**config.mk**
```make
export PLATFORM = sky130hd
export DESIGN_NAME = counter_updown_mod
export DESIGN_NICKNAME = d
export VERILOG_FILES = /design/src/rtl/counter_updown_mod.sv
export SDC_FILE = /design/constraint.sdc
export NUM_CORES = 1
export LEC_CHECK = 0
export CORE_ASPECT_RATIO = 1.2
export CORE_MARGIN = 2
export CORE_UTILIZATION = 46
export CTS_CLUSTER_SIZE = 12
export DETAILED_ROUTE_END_ITERATION = 6
export PLACE_DENSITY_LB_ADDON = 0.08
export SLEW_MARGIN = 10
export SYNTH_ARGS = -nofsm -noshare
export SYNTH_HDL_FRONTEND = slang
export SYNTH_SLANG_ARGS = --single-unit
```
**constraint.sdc**
```tcl
create_clock -name clk -period 2.3 [get_ports clk]
set_input_delay 0.345 -clock clk [delete_from_list [all_inputs] [get_ports clk]]
set_output_delay 0.345 -clock clk [all_outputs]
set_load 0.05 [all_outputs]
```
**src/rtl/counter_updown_mod.sv**
```systemverilog
// counter_updown_mod
// ------------------
// Parametrised synchronous up/down counter with parallel load, modulo-N
// wrap, 74161/74191-style cascade enables, a combinational terminal-count
// output and a one-shot mode that stops at the terminal value.
//
// Parameters:
//   WIDTH    counter width in bits (>= 2)
//   MODULUS  count modulus; 0 selects the natural 2^WIDTH range,
//            otherwise 2..2^WIDTH. MAX is MODULUS-1 (or all ones).
//
// Ports:
//   clk      rising-edge clock
//   rst      synchronous reset, active-low
//   load     synchronous parallel load, active-high
//   preset   load value (not range-checked)
//   cep      parallel count enable (does not gate tc)
//   cet      trickle/cascade count enable (gates tc)
//   up       direction: 1 = increment, 0 = decrement
//   oneshot  1 = hold at the terminal value instead of wrapping
//   counter  registered count value
//   tc       combinational terminal count, feeds the next stage's cet
//   done     registered sticky flag: one-shot terminal reached

module counter_updown_mod #(
    parameter int WIDTH   = 8,
    parameter int MODULUS = 0
) (
    input  logic             clk,
    input  logic             rst,
    input  logic             load,
    input  logic [WIDTH-1:0] preset,
    input  logic             cep,
    input  logic             cet,
    input  logic             up,
    input  logic             oneshot,
    output logic [WIDTH-1:0] counter,
    output logic             tc,
    output logic             done
);

    localparam logic [WIDTH-1:0] MAX = (MODULUS == 0) ? {WIDTH{1'b1}}
                                                      : WIDTH'(MODULUS - 1);
    localparam logic [WIDTH-1:0] ONE = WIDTH'(1);

    logic             at_max;
    logic             at_zero;
    logic             above_max;
    logic             term;
    logic             cnt_en;
    logic [WIDTH-1:0] step;

    assign at_max  = (counter == MAX);
    assign at_zero = (counter == '0);

    // Values above MAX only exist after loading an out-of-range preset.
    // In the natural-modulus case nothing can exceed MAX, so the compare
    // is dropped rather than left as a constant-false expression.
    generate
        if (MODULUS == 0) begin : g_natural
            assign above_max = 1'b0;
        end else begin : g_modulo
            assign above_max = (counter > MAX);
        end
    endgenerate

    assign term   = up ? at_max : at_zero;
    assign tc     = cet & term;
    assign cnt_en = cep & cet & ~load;

    // Wrap-mode successor. Out-of-range values are pulled back into the
    // range in the counting direction: 0 when counting up, MAX when down.
    always_comb begin
        step = counter;
        if (up) begin
            step = (at_max || above_max) ? '0 : counter + ONE;
        end else begin
            step = (at_zero || above_max) ? MAX : counter - ONE;
        end
    end

    // Priority: reset, then load, then count, otherwise hold. In one-shot
    // mode the edge that would step past the terminal value holds instead
    // and latches done, which stays set until reset or load.
    always_ff @(posedge clk) begin
        if (!rst) begin
            counter <= '0;
            done    <= 1'b0;
        end else if (load) begin
            counter <= preset;
            done    <= 1'b0;
        end else if (cnt_en) begin
            if (oneshot && term) begin
                done <= 1'b1;
            end else begin
                counter <= step;
            end
        end
    end

endmodule

```
# Yosys cells after proc, flatten, opt, wreduce, memory -nomap -nowiden
# Index checks and enable logic that the tools add are counted.
# word_totals
word_cells,24
input_bits,15
ff_bits,9
out_inout_bits,10
# op_classes
n_mux,7
reduce_logical,6
eq_ne,2
addsub,2
bitwise_logic,5
# op_table
cell,count
2-to-1 mux 8 bit,6
adder 8 x 1 -> 8 bit (second input constant),1
equality test 8 bit (second input constant),1
logical NOT 8 bit,1
subtractor 8 x 1 -> 8 bit (second input constant),1
AND reduction 2 bit,2
bitwise AND 1 bit,3
!= test 2 bit (second input constant),1
inverter 1 bit,2
nonzero test 2 bit,1
OR reduction 2 bit,1
logical AND 1 bit,1
2-to-1 mux 1 bit,1

# Longest topological paths before layout
# depth
ltp_word,6
mapped_depth,7
mapped_depth_nobuf,7

# Least setup slack after synthesis
# OpenSTA, ideal clock, no wires.
# synth_timing
path_type,register -> register
start,reg counter[0]
end,reg counter[6]
setup_slack_ps,1
arrival_time_ps,2177
path_buffers,0
period_less_slack_ps,2299
path_stages_with_launch,8
required_time_ps,2178
setup_ps,122
path_cell_list,dfxtp_1 -> inv_1 -> ha_1 -> nor4b_4 -> a2bb2o_4 -> a21o_4 -> and2_1 -> o311a_1
# synth_via
elab_chain_len,6
elab_cells_between_ends,14
cone_classes,2 x add/sub; 2 x eq/ne; 7 x mux; 3 x reduce/logical
# synth_rtl
element,line,source
start: declaration,37,"output logic [WIDTH-1:0] counter,"
start signal: assignment,90,counter <= preset;
start signal: assignment,96,counter <= step;
"subtractor 8 x 1 -> 8 bit, or another cell as far along",78,step = (at_zero || above_max) ? MAX : counter - ONE;
2-to-1 mux 8 bit (on tied branches),"78, 76",
2-to-1 mux 8 bit,75,if (up) begin
2-to-1 mux 8 bit,93,if (oneshot && term) begin
2-to-1 mux 8 bit,92,end else if (cnt_en) begin
2-to-1 mux 8 bit,89,end else if (load) begin
# Parallel ways exist; a longest one is shown, timed or not. The select of a mux whose other input is x is not followed.
# A chain may end at the register's enable or synchronous reset.

# Final worst setup path
# layout_timing
start,reg counter[0]
end,out tc
# layout_via
elab_chain_len,3
elab_cells_between_ends,4
cone_classes,1 x eq/ne; 1 x mux; 1 x bitwise; 1 x reduce/logical
# layout_rtl
element,line,source
equality test 8 bit or logical NOT 8 bit (tied branches),"53, 54",
2-to-1 mux 1 bit *,67,assign term = up ? at_max : at_zero;
bitwise AND 1 bit *,68,assign tc = cet & term;
end: declaration,38,"output logic tc,"
# Mark *: on every way between the ends. The rest lies on a longest branch, timed or not.

==> qor.txt <==
number of endpoints with negative hold slack in the final report -> 0
clock network power share -> 22.6%
Logic pwr share -> 41.9%
number of levels the H-tree was split into -> 1
share of synthesized area spent on multiplexers -> 1.16%
clock tree from TritonCTS -> yes
cts hold-fix bufs -> 0
maximum number of buffers from clock root to sink -> 2
total count of max-transition violations in the final report -> 0
Seq cells post-synth -> 9
CP max stage cell -> sky130_fd_sc_hd__dfxtp_2
main combinational cell family by area after synthesis -> compound AO/OA/AOI/OAI gates
final setup skew -> 0.00780 ns
post-synthesis net count -> 131
count leader, synth -> sky130_fd_sc_hd__nand2_1
All-Layer GR Usage -> 24.1%
sequence of cells on the critical path -> inv_1 > ha_1 > nor4b_4 > a2bb2o_4 > and2_1 > buf_12
Top delay family on crit path -> simple AND/OR/NAND/NOR gates
most area-consuming cells after synthesis -> sky130_fd_sc_hd__dfxtp_1 (21%), sky130_fd_sc_hd__o21ai_0 (5.8%), sky130_fd_sc_hd__a21oi_1 (5.2%), sky130_fd_sc_hd__nand2_1 (4.8%), sky130_fd_sc_hd__ha_1 (4.3%)
count of input and output buffers -> 24
max incr delay on CP -> 0.36 ns
Critical Path AT -> 1.83 ns
most instantiated cells after synthesis -> sky130_fd_sc_hd__nand2_1 (11), sky130_fd_sc_hd__o21ai_0 (10), sky130_fd_sc_hd__a21oi_1 (9), sky130_fd_sc_hd__dfxtp_1 (9), sky130_fd_sc_hd__nor2_1 (9)
area of the placeable core -> 1810 um^2
reg-to-reg setup timing slack -> 0.34 ns
fillcell total -> 166
layout net count -> 160
startpoint class of the critical path -> flip-flop
Die Y -> 51.5 um
min Tclk post-route -> 2.18 ns
share of synthesized registers carrying an async set or reset -> 0%
count of routing violations after the opening detailed-route iteration -> 9
IO Pins -> 25
average wire per cell in the routed design -> 15.0 um
post-synthesis cell count -> 113
synth-to-layout area growth -> 36.4%
largest net degree at the start of global routing -> 14
P_leak -> 0.441 nW
antenna violations before repair -> 0
total vias in the final route -> 975
fraction of layout instances using a drive strength above 1 -> 12.8%
Root Driver -> sky130_fd_sc_hd__clkbuf_4
final clock period utilization by the worst path -> 94.6%
xor and xnor area share after synthesis -> 1.01%
count of inserted antenna diode cells -> 0
drt via density -> 6.09
initial cell density of the core -> 47.8%
number of clock buffers inserted by TritonCTS -> 3
DRC viols -> 0
top achievable clock speed -> 460 MHz
Setup-failing EPs final -> 0
synthesized-area fraction occupied by and/or/nand/nor cells -> 29.9%
arithmetic-cell share of the synthesized area counting full adders, half adders and majority gates -> 4.35%
number of enable-type register cells in the synthesized netlist -> 0
area of the multi-input gates -> 627 um^2
Yosys Warn Count -> 0
top cell type's share of synthesized area -> 20.9%
setup repair after global routing missed its margin -> false
netlist area before placement -> 863 um^2
top fanout value on the critical path -> 8
worst skew pair latency -> 0.27 ns
standard-cell rows -> 17
switching power of the nets -> 0.225 mW
maximum VDD drop -> 0.364 mV
per-instance average area after synthesis -> 7.64 um^2
ANT nets after route -> 0
setup_tns -> 0 ns
total power of the final layout -> 0.568 mW
actual slew at the worst max-slew pin -> 0.507 ns
x dimension of the die -> 43.5 um
total iterations of the first detailed-routing run -> 4
result of the run -> finished clean
proportion of synthesized chip area in sequential cells -> 20.9%
leading register cell type out of synthesis -> sky130_fd_sc_hd__dfxtp_1
clock tree sinks -> 9
crit path kind -> reg -> out
clock transition at the registers of the reported paths -> 0.07 ns
relative contribution of sequential cells to total power -> 35.5%
register area -> 183 um^2
required time at the worst-slack endpoint -> 1.96 ns
total wire length after detailed routing -> 2390 um
total congestion overflow after global routing -> 0
total of max-cap violations -> 0
number of buffers and inverters on the critical path -> 2
internal power -> 0.344 mW
switching portion of total power -> 39.5%
RD Place Congestion -> 0.871
hpwl dp -> 1810 um
path type of the worst min-delay path -> reg -> reg
largest area contributor in the synthesized netlist -> sky130_fd_sc_hd__dfxtp_1
cell area power density -> 483 nW/um^2
relative slew slack -> 66.1%
vias in the first global route -> 909
DIE AREA -> 2240 um^2
complex-gate fraction of the synthesized area -> 36.2%
number of distinct standard cells referenced by the synthesized netlist -> 44
worst hold margin -> 0.520 ns
Critical Path End Type -> output pin
first-pass GRT wire length -> 4040 um
## layout by cell type (no fill, tap or decap), drive strengths merged, types with 2 or more instances in the layout
master         Yosys  final
nand2             11     11
dfxtp              9      9
nor3               3      3
and3               3      3
a211oi             2      2
a21oi              9      9
o21ai             11     11
clkdlybuf4s50      0     23
a31oi              4      4
nand3              3      3
nor4b              2      2
a41oi              2      2
nand2b             2      2
ha                 3      3
and2               2      2
a21o               2      2
nor2               9      9
inv                6      6
buf                4      7
nand3b             2      2
o211ai             4      4
o311ai             2      2
nand4              2      2
clkbuf             2      4
## area by class of cell
class,instances,area share [%]
Timing Repair Buffer,30,25.1
Sequential cell,9,15.5
Clock buffer,4,2.23
Multi-Input combinational cell,92,53.2
Inverter,6,1.91
Tap cell,19,2.02
## power groups by stage
| stage | Sequential, mW | Clock (mW) | Combinational, mW |
|---|---|---|---|
| after global placement | 0.203 | 0 | 0.230 |
| final | 0.202 | 0.128 | 0.238 |
| after global routing | 0.205 | 0.138 | 0.257 |
| after detailed placement | 0.204 | 0 | 0.232 |
| after floorplan | 0.232 | 0 | 0.120 |
| after CTS | 0.200 | 0.129 | 0.239 |
## state kept, by name, indices dropped and copies added (netlist names)
| register | flops |
|---|---|
| counter | 8 |
| done | 1 |
## per-layer routing
metal / track usage (%) / part of all wire, % / vias up / routed length [um]
met5: 0 / 0 / - / 0
met4: 15.2 / 3.1 / 0 / 75
met3: 4.59 / 4.8 / 10 / 114
met2: 37.0 / 47 / 34 / 1120
met1: 30.3 / 45 / 443 / 1080
li1: - / - / 488 / -
## timing repair
item                       CTS  global route
gates resized for setup      0             2
setup buffers                1             0
setup endpoints to repair    1             1
## worst paths after layout
check	from	end	cells past startpoint
hold / removal	done	done	2
setup / recovery	counter[0]	tc	6
setup reg to reg	counter[0]	counter[6]	7
hold reg to reg	done	done	2
## kinds of logic after synthesis
family,count (synthesis)
AO/OA/AOI/OAI,44
AND/OR/NAND/NOR,43
buffers and inverters,12
flip-flops,9
adder cells (fa/ha/maj),3
XOR/XNOR,1
multiplexers,1
## worst min-delay path, cell delays in order (launching register included)
cell and delay (ns):
sky130_fd_sc_hd__dfxtp_1 0.34, sky130_fd_sc_hd__a41oi_1 0.06, sky130_fd_sc_hd__nor2_1 0.09
## stage by stage
| step | utilization, % | instance area (um^2) | instances | setup slack (ns) |
|---|---|---|---|---|
| 2_1_floorplan | - | 863 | 113 | 0.000863 |
| 3_3_place_gp | 63.1 | 1140 | 155 | 0.238 |
| 3_5_place_dp | 63.1 | 1140 | 155 | 0.227 |
| 4_1_cts | 65.0 | 1170 | 160 | 0.0479 |
| 5_1_grt | 65.1 | 1180 | 160 | 0.0620 |
| 6_report | 65.1 | 1180 | 160 | 0.124 |
(Power assumes the default switching activity.)
